`config.mk`:
```
export PLATFORM = sky130hd
export DESIGN_NAME = div_ctrl_flat
export DESIGN_NICKNAME = d
export VERILOG_FILES = /design/src/rtl/div_pkg.sv /design/src/rtl/div_ctrl_if.sv /design/src/rtl/div_core.sv /design/src/rtl/div_ctrl.sv /design/src/flat_wrapper.sv
export SDC_FILE = /design/constraint.sdc
export NUM_CORES = 1
export LEC_CHECK = 0
export CORE_ASPECT_RATIO = 1.5
export CORE_MARGIN = 5
export CORE_UTILIZATION = 30
export CTS_BUF_LIST = sky130_fd_sc_hd__clkbuf_4
export DETAILED_ROUTE_END_ITERATION = 8
export DONT_BUFFER_PORTS = 1
export PLACE_DENSITY = 0.5
export RECOVER_POWER = 25
export SYNTH_ARGS = -nofsm -noshare
export SYNTH_HDL_FRONTEND = slang
export SYNTH_SLANG_ARGS = --single-unit
```
`constraint.sdc`:
```
create_clock -name clk_sig -period 3.85 [get_ports clk_sig]
set_input_delay 0.5775 -clock clk_sig [delete_from_list [all_inputs] [get_ports clk_sig]]
set_output_delay 0.5775 -clock clk_sig [all_outputs]
set_load 0.01 [all_outputs]
```
`src/rtl/div_pkg.sv`:
```
// Shared types and defaults for the programmable clock divider controller.
package div_pkg;

    localparam int CNT_W_DEF = 8;

    typedef enum logic [1:0] {
        ST_IDLE = 2'd0,
        ST_RUN  = 2'd1,
        ST_PEND = 2'd2
    } state_t;

endpackage : div_pkg

```
`src/rtl/div_ctrl_if.sv`:
```
// Run request, configuration handshake and waveform outputs of div_ctrl.
interface div_ctrl_if #(
    parameter int CNT_W = div_pkg::CNT_W_DEF
);
    logic             en_sig;
    logic             cfg_valid;
    logic             cfg_ready;
    logic [CNT_W-1:0] cfg_num;
    logic [CNT_W-1:0] cfg_duty;
    logic             div_sig;
    logic             period_sig;
    logic             busy_sig;
    logic             err_sig;

    modport master (
        output en_sig, cfg_valid, cfg_num, cfg_duty,
        input  cfg_ready, div_sig, period_sig, busy_sig, err_sig
    );

    modport slave (
        input  en_sig, cfg_valid, cfg_num, cfg_duty,
        output cfg_ready, div_sig, period_sig, busy_sig, err_sig
    );
endinterface : div_ctrl_if

```
`src/rtl/div_core.sv`:
```
// Period counter with duty compare and wrap detect; outputs are registered
// from the next-cycle counter value so they line up with cnt itself.
module div_core #(
    parameter int CNT_W = div_pkg::CNT_W_DEF
) (
    input  logic             clk,
    input  logic             rst_n,
    input  logic             run_now,
    input  logic             run_next,
    input  logic [CNT_W-1:0] num_act,
    input  logic [CNT_W-1:0] num_next,
    input  logic [CNT_W-1:0] duty_next,
    output logic             wrap,
    output logic             div_sig,
    output logic             period_sig
);
    logic [CNT_W-1:0] cnt;
    logic [CNT_W-1:0] cnt_n;

    // A ratio of 0 or 1 makes every running cycle the last one of its period.
    assign wrap = run_now &&
                  ((num_act <= CNT_W'(1)) || (cnt == num_act - CNT_W'(1)));

    always_comb begin
        cnt_n = '0;
        if (run_now && !wrap) begin
            cnt_n = cnt + CNT_W'(1);
        end
    end

    // NOTE: state registers use non-blocking assignments so every flop samples
    // pre-edge values; the outputs are computed from cnt_n, not cnt.
    always_ff @(posedge clk or negedge rst_n) begin
        if (!rst_n) begin
            cnt        <= '0;
            div_sig    <= 1'b0;
            period_sig <= 1'b0;
        end else begin
            cnt        <= cnt_n;
            div_sig    <= run_next && (cnt_n < duty_next);
            period_sig <= run_next &&
                          ((num_next <= CNT_W'(1)) ||
                           (cnt_n == num_next - CNT_W'(1)));
        end
    end
endmodule : div_core

```
`src/rtl/div_ctrl.sv`:
```
// Divider controller: FSM, config handshake, shadow settings and range check.
// Define DIV_CTRL_ERR_EN to reject out-of-range configs with an err_sig pulse.
module div_ctrl
    import div_pkg::*;
#(
    parameter int CNT_W    = CNT_W_DEF,
    parameter int DEF_NUM  = 2,
    parameter int DEF_DUTY = 1
) (
    input  logic      clk_sig,
    input  logic      rst_sig,
    div_ctrl_if.slave bus
);
    state_t           state;
    state_t           state_n;
    logic [CNT_W-1:0] num_act;
    logic [CNT_W-1:0] duty_act;
    logic [CNT_W-1:0] num_n;
    logic [CNT_W-1:0] duty_n;
    logic [CNT_W-1:0] num_sh;
    logic [CNT_W-1:0] duty_sh;
    logic             cfg_rdy_q;
    logic             busy_q;
    logic             err_q;
    logic             accept;
    logic             cfg_bad;
    logic             take;
    logic             sh_load;
    logic             wrap;
    logic             run_now;
    logic             run_next;
    logic             div_w;
    logic             period_w;

    assign accept = bus.cfg_valid && cfg_rdy_q;

`ifdef DIV_CTRL_ERR_EN
    assign cfg_bad = (bus.cfg_num < CNT_W'(2)) ||
                     (bus.cfg_duty == '0) ||
                     (bus.cfg_duty >= bus.cfg_num);
`else
    assign cfg_bad = 1'b0;
`endif

    assign take    = accept && !cfg_bad;
    assign run_now = (state != ST_IDLE);

    // NOTE: every output of this block gets a default first, so no path can
    // leave a value unassigned and infer a latch.
    always_comb begin
        state_n = state;
        num_n   = num_act;
        duty_n  = duty_act;
        sh_load = 1'b0;
        unique case (state)
            ST_IDLE: begin
                if (take) begin
                    num_n  = bus.cfg_num;
                    duty_n = bus.cfg_duty;
                end
                if (bus.en_sig) begin
                    state_n = ST_RUN;
                end
            end
            ST_RUN: begin
                // Stopping at this wrap: nothing follows, so a config taken
                // now goes straight to the active settings.
                if (wrap && !bus.en_sig) begin
                    state_n = ST_IDLE;
                    if (take) begin
                        num_n  = bus.cfg_num;
                        duty_n = bus.cfg_duty;
                    end
                end else if (take) begin
                    state_n = ST_PEND;
                    sh_load = 1'b1;
                end
            end
            ST_PEND: begin
                if (wrap) begin
                    num_n   = num_sh;
                    duty_n  = duty_sh;
                    state_n = bus.en_sig ? ST_RUN : ST_IDLE;
                end
            end
            default: state_n = ST_IDLE;
        endcase
    end

    assign run_next = (state_n != ST_IDLE);

    always_ff @(posedge clk_sig or negedge rst_sig) begin
        if (!rst_sig) begin
            state     <= ST_IDLE;
            num_act   <= CNT_W'(DEF_NUM);
            duty_act  <= CNT_W'(DEF_DUTY);
            num_sh    <= CNT_W'(DEF_NUM);
            duty_sh   <= CNT_W'(DEF_DUTY);
            cfg_rdy_q <= 1'b1;
            busy_q    <= 1'b0;
            err_q     <= 1'b0;
        end else begin
            state    <= state_n;
            num_act  <= num_n;
            duty_act <= duty_n;
            if (sh_load) begin
                num_sh  <= bus.cfg_num;
                duty_sh <= bus.cfg_duty;
            end
            cfg_rdy_q <= (state_n != ST_PEND);
            busy_q    <= run_next;
            err_q     <= accept && cfg_bad;
        end
    end

    div_core #(
        .CNT_W (CNT_W)
    ) u_core (
        .clk        (clk_sig),
        .rst_n      (rst_sig),
        .run_now    (run_now),
        .run_next   (run_next),
        .num_act    (num_act),
        .num_next   (num_n),
        .duty_next  (duty_n),
        .wrap       (wrap),
        .div_sig    (div_w),
        .period_sig (period_w)
    );

    assign bus.cfg_ready  = cfg_rdy_q;
    assign bus.busy_sig   = busy_q;
    assign bus.err_sig    = err_q;
    assign bus.div_sig    = div_w;
    assign bus.period_sig = period_w;
endmodule : div_ctrl

```
`src/flat_wrapper.sv`:
```
// flat-port wrapper written by rule: the top's interface ports become plain ports
module div_ctrl_flat import div_pkg::*;
#(
    parameter int CNT_W    = CNT_W_DEF,
    parameter int DEF_NUM  = 2,
    parameter int DEF_DUTY = 1
)
  (clk_sig, rst_sig, bus_en_sig, bus_cfg_valid, bus_cfg_num, bus_cfg_duty, bus_cfg_ready, bus_div_sig, bus_period_sig, bus_busy_sig, bus_err_sig);
  div_ctrl_if #(.CNT_W(CNT_W)) bus_i ();
  input  logic clk_sig;
  input  logic rst_sig;
  input wire logic [$bits(bus_i.en_sig)-1:0] bus_en_sig;
  input wire logic [$bits(bus_i.cfg_valid)-1:0] bus_cfg_valid;
  input wire logic [$bits(bus_i.cfg_num)-1:0] bus_cfg_num;
  input wire logic [$bits(bus_i.cfg_duty)-1:0] bus_cfg_duty;
  output wire logic [$bits(bus_i.cfg_ready)-1:0] bus_cfg_ready;
  output wire logic [$bits(bus_i.div_sig)-1:0] bus_div_sig;
  output wire logic [$bits(bus_i.period_sig)-1:0] bus_period_sig;
  output wire logic [$bits(bus_i.busy_sig)-1:0] bus_busy_sig;
  output wire logic [$bits(bus_i.err_sig)-1:0] bus_err_sig;
  assign bus_i.en_sig = bus_en_sig;
  assign bus_i.cfg_valid = bus_cfg_valid;
  assign bus_i.cfg_num = bus_cfg_num;
  assign bus_i.cfg_duty = bus_cfg_duty;
  assign bus_cfg_ready = bus_i.cfg_ready;
  assign bus_div_sig = bus_i.div_sig;
  assign bus_period_sig = bus_i.period_sig;
  assign bus_busy_sig = bus_i.busy_sig;
  assign bus_err_sig = bus_i.err_sig;
  div_ctrl #(.CNT_W(CNT_W), .DEF_NUM(DEF_NUM), .DEF_DUTY(DEF_DUTY)) u_core (.clk_sig(clk_sig), .rst_sig(rst_sig), .bus(bus_i));
endmodule
```
### Yosys cells after proc, flatten, opt, wreduce, memory -nomap -nowiden

Index checks and enable logic that the tools add are counted.

* register bits after elaboration: 46
* output and inout port bits: 5

* add/subtract/negate cells: 3
* $lt $le $gt $ge: 3
* equality and inequality tests: 5
* reduce and logical (&&, ||, !) cells: 13
* mux-type cells: 18

Operators with widths (number)
* 8-bit two-way mux: 7
* 8-bit one-hot mux with 3 select lines: 2
* 8-bit equality test: 2
* 8-bit by 1-bit less-or-equal comparator with 1-bit output, second input constant: 2
* 8-bit by 1-bit subtractor with 8-bit output, second input constant: 2
* 8-bit by 1-bit adder with 8-bit output, second input constant: 1
* 8-bit < comparator: 1
* 2-bit two-way mux: 4
* 1-bit logical AND: 6
* 2-bit one-hot mux with 3 select lines: 1
* 1-bit two-way mux: 4
* 2-bit nonzero test: 2
* 2-bit by 1-bit equality test with 1-bit output, second input constant: 1
* 2-bit equality test, second input constant: 1
* 1-bit zero test: 2
* 2-bit zero test: 1
* 1-bit logical OR: 2
* 2-bit inequality test, second input constant: 1

### Depth between registers and ports, before layout

Gate-level depths: netlist of the first run.

* depth after elaboration: 11
* gate-level depth with buffers: 19
* depth with buffers taken out: 17

### By module

A second synthesis of the first run with hierarchy kept.

* cell total of the unflattened synthesis: 262
* area total of the unflattened synthesis: 2820.2 um^2

By module, submodules not included
* div_ctrl: area each 1644.1 um^2, times used 1, cells each 118, sequential area each 907.1 um^2
* div_core: area each 1176.1 um^2, times used 1, cells each 144, sequential area each 250.2 um^2

### Worst setup path after synthesis of the first run

No wires, ideal clock.

* path type: register to register
* start: reg u_core.num_act[4]
* end: reg u_core.u_core.period_sig
* data arrival time: 4.192 ns
* path slack: -0.428 ns
* required time: 3.764 ns
* stages on the path, launching flop included: 18
* period minus slack after synthesis: 4.278 ns
* cells stage by stage: dfrtp_1 -> or4_4 -> or3_4 -> xnor2_2 -> and4_1 -> buf_2 -> nor2_1 -> a31oi_1 -> or2_1 -> clkbuf_1 -> inv_1 -> ha_1 -> inv_1 -> or4_4 -> o31a_1 -> a221oi_1 -> a311oi_1 -> nor3_1

* word-level cells in the longest chain between the ends: 11
* elaborated cells on any way between the ends: 22

RTL lines
* start: declaration: line div_ctrl.sv:16 `logic [CNT_W-1:0] num_act;`
* start signal: assignment: line div_ctrl.sv:95 `num_act <= CNT_W'(DEF_NUM);`
* start signal: assignment: line div_ctrl.sv:104 `num_act <= num_n;`
* 8-bit by 1-bit subtractor with 8-bit output: line div_core.sv:22 `((num_act <= CNT_W'(1)) || (cnt == num_act - CNT_W'(1)));`
* 8-bit equality test: line div_core.sv:22
* 1-bit logical OR *: line div_core.sv:22
* 1-bit logical AND *: line div_core.sv:21 `assign wrap = run_now &&`
* 1-bit logical AND: line div_ctrl.sv:68 `if (wrap && !bus.en_sig) begin`
* 8-bit two-way mux: line div_ctrl.sv:68
* 8-bit one-hot mux with 3 select lines *: line div_ctrl.sv:55 `unique case (state)`
* named net u_core.num_n[0]: line div_ctrl.sv:18 `logic [CNT_W-1:0] num_n;`
* 8-bit by 1-bit subtractor with 8-bit output: line div_core.sv:43 `(cnt_n == num_next - CNT_W'(1)));`
* 8-bit equality test: line div_core.sv:43
* 1-bit logical OR *: line div_core.sv:42 `((num_next <= CNT_W'(1)) ||`
* 1-bit logical AND *: line div_core.sv:41 `period_sig <= run_next &&`
* end signal: assignment: line div_core.sv:41
* end: declaration: line div_core.sv:15 `output logic period_sig`

The timed path passes the listed nets; every way through them passes the cells marked *.
A chain may end at the register's enable or synchronous reset.

### Worst setup path in the final report of the first run

* start: reg u_core.num_act[2]
* end: reg u_core.u_core.period_sig

Same word-level chain as after synthesis.

==> impl_results.md, run 1 <==
- Total net switching power: roughly 2 mW
- Post-Synthesis Net Count: approximately 500
- Final Hold Slack: between 0.3 and 0.4 ns
- Fmax: 0.260 GHz
- Core Rows: 50
- Max VDD drop: ~0.00029 V
- Relative slew slack: -78.3%
- Synth Instances: ~470
- Top FF cell, synth: dfrtp_1
- Final GP Congestion: between 0.9 and 1
- Area Overhead vs Synth: 23.8%
- DP HPWL: 9670 um
- Failing checks: capacitance limit, slew limit
- CTS tree: yes
- Leakage Power: 2.01 nW
- Crit Path Category: reg -> reg
- #FFs+latches synth: 46
- Unrepaired setup endpoints after global routing: yes
- Period utilization: ~100%
- Critical Path Fanout Max: 4
- Cell Area, Synth: approximately 3800 um^2
- Router iterations before antenna repair: 5
- DR iter-0 viols: 230
- Top cells by area, synth: dfrtp_1 27%, nand2_1 7.7%, mux2_2 6.6%, ha_1 4.0%, o21ai_0 3.9%
- Sw frac: between 40% and 50%
- Skew-Pair Late Insertion Delay: approximately 0.39 ns
- PortBufs: 0
- Inserted Clock Buffers: 5
- DRT Wirelength: around 13,000 um
- Tot Pwr: 4.28 mW
- Die area: 14,900 um^2
- Minimum clock period: 3.84 ns
- Vias: around 3,700
- Share of post-route cells with drive strength above 1: 27.7%
- NumNets Final: between 500 and 600
- Synth unique cells: 64
- Post-place setup slack: -0.119 ns
- Async set or reset register ratio after synthesis: 100%
- Max-cap violations: 1
- Clock Tree Buf Depth: 2
- Antenna violations before repair: 1
- Clk pwr share: between 7 and 8%
- Pwr/cell area: between 900 and 1000 nW/um^2
- Global-route wire length before repair: between 20,000 and 25,000 um
- Seq pwr share: between 20% and 30%
- Final setup fails: 0
- Critical Path RT: between 4 and 5 ns
- Post-synthesis average cell area: roughly 7.9 um^2
- GRT Overall Usage: 17.4%
- Synthesis Warnings: 0
- Critical path capture point type: register
- Clk root buf: clkbuf_4
- Status: finished with violations
- Combinational Power Share: a little over two thirds
- Slew @ Worst Pin: between 2 and 3 ns
- GR Overflow Total: 0
- Vias in the first global route: around 3,700
- Largest net degree at the start of global routing: 47
- Fin cells: roughly 700
- Internal: between 2 and 2.5 mW
- Setup Skew: approximately 0.028 ns
- Combined area of the multi-input logic cells: ~2500 um^2
- Sequential area share after synthesis: between 30% and 40%
- CTS clk-pin slew, worst paths: approximately 0.18 ns
- Starting Density: roughly 30%
- Io pins: 25
- Leading area contributor after synthesis: dfrtp_1
- Critical Path AT: roughly 4.2 ns
- Vias per inst: between 5 and 6
- Register area: ~1200 um^2
- DRC: 0
- Placed cell areas: between 4000 and 5000 um^2
- CP Launch Type: register
- Setup ws final: roughly 0.0083 ns
- Tightest Hold Check Type: in -> reg
- Setup TNS: 0 ns
- Avg WL per Cell: ~19 um
- Final core utilization: between 30% and 40%
- Finished Cell Area: between 4000 and 5000 um^2
- Clock sink count: 46
- Final hold vios: 0
- H-Tree Depth: 2
- Fillers: 1,326
- Top cell type's share of synthesized area: 27.3%
- Pins Over Slew Limit: between 40 and 50
- Post-synth EDFFs: 0
- Post-route ant nets: 0
- Die Width: around 100 um
- Commonest cells after routing, fill and taps aside: 77 x nand2_1, 70 x buf_4, 41 x dfrtp_1
- Post-Place Cells: 667
- Commonest non-fill, non-tap cell in the layout: nand2_1
- Die H: ~150 um
- Core Area: 12,400 um^2
## per-layer routing
metal / global-route usage (%) / vias to the layer above / part of all wire [%]
li1: - / 1786 / -
met1: 19.5 / 1810 / 37
met2: 30.6 / 97 / 54
met3: 2.90 / 27 / 4.3
met4: 9.51 / 0 / 4.9
met5: 0 / - / 0
## final cells by class
type,count,share of cell area [%]
Multi-Input combinational cell,372,54.2
Sequential cell,46,24.9
Timing Repair Buffer,75,12.7
Tap cell,156,4.20
Inverter,26,2.15
Clock inverter,3,0.968
Clock buffer,5,0.807
Antenna cell,1,0.0538
## synthesized netlist by cell type (3+ instances only)
| library cell | count |
|---|---|
| nand4_1 | 5 |
| a21o_1 | 3 |
| nor3b_1 | 3 |
| nand2_1 | 77 |
| a21boi_0 | 10 |
| mux2_2 | 22 |
| xnor2_1 | 12 |
| clkbuf_1 | 24 |
| a22oi_1 | 3 |
| o31a_1 | 3 |
| or3_1 | 5 |
| o22ai_1 | 3 |
| ha_1 | 12 |
| o21ai_0 | 29 |
| a311oi_1 | 4 |
| nor2_1 | 33 |
| a221oi_1 | 3 |
| or2_2 | 4 |
| inv_1 | 26 |
| and3_1 | 8 |
| a211o_1 | 3 |
| nor3_1 | 12 |
| a21oi_1 | 23 |
| o31ai_1 | 4 |
| a31oi_1 | 10 |
| xor2_1 | 12 |
| o2bb2ai_1 | 3 |
| nand3_1 | 16 |
| and2_1 | 4 |
| mux2i_1 | 5 |
| dfstp_2 | 5 |
| o211ai_1 | 3 |
| dfrtp_1 | 41 |
## logic make-up after synthesis
kind of cell	Yosys count	share of synthesized area, %
adder cells (fa/ha/maj)	12	3.99
XOR/XNOR	25	6.03
flip-flops	46	30.8
multiplexers	27	7.92
AO/OA/AOI/OAI	126	22.6
other	1	0.0998
AND/OR/NAND/NOR	181	22.8
buffers and inverters	55	5.73
## power groups by stage
stage | Combinational (mW) | Sequential, mW | Clock [mW]
final | 3.02 | 0.928 | 0.326
after global routing | 3.33 | 0.958 | 0.354
after CTS | 2.95 | 0.922 | 0.337
after detailed placement | 2.81 | 0.934 | 0
after global placement | 2.78 | 0.929 | 0
after floorplan | 1.86 | 0.866 | 0
## worst paths after layout
path                                   start                       end  slack (ns)  depth (start not counted)
setup / recovery           u_core.num_act[2]  u_core.u_core.period_sig       0.008                         16
hold / removal               bus_cfg_duty[1]         u_core.duty_sh[1]        0.31                          1
setup reg to reg           u_core.num_act[2]  u_core.u_core.period_sig       0.008                         16
hold reg to reg             u_core.num_sh[0]          u_core.num_sh[0]        0.54                          1
max in group asynchronous            rst_sig      u_core.u_core.cnt[5]        0.77                          2
min in group asynchronous            rst_sig         u_core.duty_sh[3]        1.55                          2
## state kept, by name, indices dropped and copies added, names as in the netlist, 2 cells and up
name and flops:
u_core.num_sh 8, u_core.num_act 8, u_core.duty_act 8, u_core.duty_sh 8, u_core.u_core.cnt 8, u_core.state 2
## critical path, cell delays in order (launching register included)
cell	delay [ns]
dfrtp_1	0.44
or4_4	0.52
or3_4	0.36
xnor2_2	0.19
and4_4	0.28
o21ai_0	0.14
a22oi_2	0.21
o2bb2ai_2	0.11
inv_2	0.09
ha_4	0.14
inv_2	0.03
or4_4	0.48
buf_6	0.14
xnor2_2	0.13
a221oi_2	0.24
a311oi_1	0.08
nor3_1	0.19
## timing repair
| item | in CTS | in global routing |
|---|---|---|
| pin swaps | 11 | 13 |
| hold endpoints to repair | 46 | 0 |
| resized for setup | 14 | 18 |
| setup buffers | 4 | 2 |
| hold buffers | 2 | 0 |
| setup endpoints to repair | 2 | 2 |
(Power assumes the default switching activity.)
==> inputs of run 2 (changes only) <==
--- a/config.mk
+++ b/config.mk
@@ -11,6 +11,7 @@
 export CTS_BUF_LIST = sky130_fd_sc_hd__clkbuf_4
 export DETAILED_ROUTE_END_ITERATION = 8
 export DONT_BUFFER_PORTS = 1
+export HOLD_SLACK_MARGIN = 0.08
 export PLACE_DENSITY = 0.5
 export RECOVER_POWER = 25
 export SYNTH_ARGS = -nofsm -noshare
==> results of run 2 <==
No change in the layout: final DEF, timing and power equal those of run 1.
==> inputs of run 3 (changes only) <==
--- a/config.mk
+++ b/config.mk
@@ -11,8 +11,9 @@
 export CTS_BUF_LIST = sky130_fd_sc_hd__clkbuf_4
 export DETAILED_ROUTE_END_ITERATION = 8
 export DONT_BUFFER_PORTS = 1
+export GPL_TIMING_DRIVEN = 1
 export HOLD_SLACK_MARGIN = 0.08
-export PLACE_DENSITY = 0.5
+export PLACE_DENSITY = 0.53
 export RECOVER_POWER = 25
 export SYNTH_ARGS = -nofsm -noshare
 export SYNTH_HDL_FRONTEND = slang
==> run 3 against run 2 <==
  * The flow finishes with violations (capacitance limit, slew limit, setup timing)
  * Utilization decreased by 1.3 points
  * Critical path type unchanged
  * Highest routed layer unchanged
  * Routed wire length decreased by 1.3%
  * Sequential share of layout area is 0.91 points higher
  * Via count grew 1.9%
  * Die area stayed put
  * Worst setup slack worse by 0.012 ns
  * Hold slack got worse by 0.014 ns
  * First-iteration DRC count down 19%
  * Global-route usage shrank 0.091 points
  * Largest cell class unchanged
==> impl_results.md, run 3 (synthesized netlist as in run 1, its figures left out) <==
- Die Width: 101 um (unchanged)
- Failing checks: capacitance limit, slew limit, setup timing (was capacitance limit, slew limit)
- Relative slew slack: -79.9% (was -78.3%)
- Core Rows: 50 (unchanged)
- NumNets Final: 552 (was 558)
- Unrepaired setup endpoints after global routing: yes (unchanged)
- Vias per inst: 5.59 (was 5.44)
- H-Tree Depth: 2 (unchanged)
- Largest stage delay on the critical path: 0.54 ns (was 0.52 ns)
- Router iterations before antenna repair: 5 (unchanged)
- Pwr/cell area: 906 nW/um^2 (was 919 nW/um^2)
- Starting Density: 30.3% (unchanged)
- Inserted Clock Buffers: 5 (unchanged)
- Area Overhead vs Synth: 19.4% (was 23.8%)
- Post-route ant nets: 0 (unchanged)
- Avg WL per Cell: 18.8 um (about the same)
- Vias: 3,789 (was 3,720)
- Final setup fails: 1 (was 0)
- GRT Overall Usage: 17.3% (was 17.4%)
- Minimum clock period: 3.85 ns (was 3.84 ns)
- Period utilization: 100% (was 99.8%)
- Setup Skew: 0.0327 ns (was 0.0285 ns)
- Largest net degree at the start of global routing: 47 (unchanged)
- Critical Path Fanout Max: 6 (was 4)
- Critical path capture point type: register (unchanged)
- Fmax: 0.260 GHz (about the same)
- Clock sink count: 46 (unchanged)
- CTS tree: yes (unchanged)
- Crit Path Category: reg -> reg (unchanged)
- Die area: 14,900 um^2 (unchanged)
- DR iter-0 viols: 186 (was 230)
- Clock Tree Buf Depth: 2 (unchanged)
- Final GP Congestion: 0.894 (was 0.907)
- Fillers: 1,276 (was 1,326)
- CTS clk-pin slew, worst paths: 0.18 ns (about the same)
- DRC: 0 (unchanged)
- Post-Place Cells: 665 (was 667)
- Slew @ Worst Pin: 2.70 ns (was 2.67 ns)
- Share of post-route cells with drive strength above 1: 25.0% (was 27.7%)
- Critical Path RT: 4.15 ns (was 4.16 ns)
- DP HPWL: 9670 um (about the same)
- R2R setup slack: -0.004 ns (was 0.008 ns)
- Worst-path cell chain: or4_4 -> or3_4 -> xnor2_2 -> and4_4 -> nor2_4 -> a31oi_2 -> or2_4 -> inv_4 -> ha_4 -> inv_2 -> or4_4 -> buf_4 -> xnor2_1 -> a221oi_2 -> a311oi_1 -> nor3_1 (was or4_4 -> or3_4 -> xnor2_2 -> and4_4 -> o21ai_0 -> a22oi_2 -> o2bb2ai_2 -> inv_2 -> ha_4 -> inv_2 -> or4_4 -> buf_6 -> xnor2_2 -> a221oi_2 -> a311oi_1 -> nor3_1)
- Leakage Power: 1.94 nW (was 2.01 nW)
- Commonest cells after routing, fill and taps aside: 77 x nand2_1, 66 x buf_4, 41 x dfrtp_1 (was 77 x nand2_1, 70 x buf_4, 41 x dfrtp_1)
- DRT Wirelength: 12,700 um (was 12,900 um)
- Core Area: 12,400 um^2 (unchanged)
- Die H: 147 um (unchanged)
- Final core utilization: 36.2% (was 37.6%)
- Critical-path top delay cell: or4_4 (unchanged)
- Commonest non-fill, non-tap cell in the layout: nand2_1 (unchanged)
- Status: finished with violations (unchanged)
- Setup ws final: -0.00355 ns (was 0.00834 ns)
- Pins Over Slew Limit: 47 (unchanged)
- CP Launch Type: register (unchanged)
- GR Overflow Total: 0 (unchanged)
- Global-route wire length before repair: 20,200 um (was 20,100 um)
- Skew-Pair Late Insertion Delay: 0.40 ns (was 0.39 ns)
- Critical Path AT: 4.16 ns (was 4.15 ns)
- Max-cap violations: 1 (unchanged)
- PortBufs: 0 (unchanged)
- Tightest Hold Check Type: in -> reg (unchanged)
- Io pins: 25 (unchanged)
- Final hold vios: 0 (unchanged)
- Fin cells: 678 (was 684)
- Vias in the first global route: 3,722 (was 3,736)
- Most frequent CP cell: or4_4
- Clk root buf: clkbuf_4 (unchanged)
- Max VDD drop: 0.000299 V (was 0.000291 V)
- Antenna violations before repair: 1 (unchanged)
-- run 3: per-layer routing --
layer	wire (um)	GRT usage (%)	part of all wire (%)
met1	4840	19.7	38
met2	6880	31.5	54
met3	555	2.38	4.4
met4	440	7.39	3.5
met5	0	0	0
-- run 3: where the power goes --
group / leakage, nW / switching (mW) / internal, mW / total [mW]
clock network: 0.0312 / 0.182 / 0.0714 / 0.253
registers: 0.555 / 0.207 / 0.715 / 0.922
logic: 1.35 / 1.58 / 1.31 / 2.89
total: 1.94 / 1.97 / 2.10 / 4.07
-- run 3: through the flow --
| stage | TNS (ns) | hold slack (ns) | worst slack, ns | area, um^2 | total power [mW] |
|---|---|---|---|---|---|
| 6_report | -0.00355 | 0.300 | -0.00355 | 4490 | 4.07 |
| 5_1_grt | -0.310 | 0.291 | -0.156 | 4490 | 4.42 |
| 4_1_cts | 0 | 0.285 | 0.00536 | 4470 | 4.04 |
| 3_5_place_dp | -0.178 | 0.283 | -0.109 | 4370 | 3.74 |
| 3_3_place_gp | -0.0592 | 0.283 | -0.0462 | 4370 | 3.69 |
| 2_1_floorplan | -0.0704 | 0.282 | -0.0704 | 3810 | 2.73 |
-- run 3: critical path, delay by kind of cell (launching register included) --
kind	cells	cell delay [ns]
fa+ha+maj	1	0.12
flops	1	0.43
compound gates	3	0.48
buf+inv	3	0.25
simple gates	7	2.23
xor+xnor	2	0.28
-- run 3: path summary, 6_finish.rpt --
kind | from | endpoint | depth (start not counted)
max | u_core.num_act[2] | u_core.u_core.period_sig | 16
min in group asynchronous | rst_sig | u_core.num_sh[7] | 2
max in group asynchronous | rst_sig | u_core.u_core.cnt[5] | 2
min reg2reg | u_core.num_sh[0] | u_core.num_sh[0] | 1
min | bus_en_sig | u_core.state[0] | 1
max reg2reg | u_core.num_act[2] | u_core.u_core.period_sig | 16
-- run 3: final cells by class --
class | instances | area [um^2] | share of cell area (%)
Timing Repair Buffer | 69 | 520 | 11.6
Clock buffer | 5 | 37.5 | 0.836
Inverter | 26 | 100 | 2.23
Clock inverter | 3 | 21.3 | 0.474
Multi-Input combinational cell | 372 | 2450 | 54.7
Tap cell | 156 | 195 | 4.35
Antenna cell | 1 | 2.50 | 0.0558
Sequential cell | 46 | 1160 | 25.8
-- run 3: repair_timing --
| item | CTS | global route |
|---|---|---|
| resized for setup | 5 | 8 |
| buffers inserted | 0 | 2 |
| endpoints found under the hold margin | 46 | 0 |
| endpoints found under the setup margin | 2 | 2 |
| hold buffers | 2 | 0 |
| pin swaps | 0 | 3 |
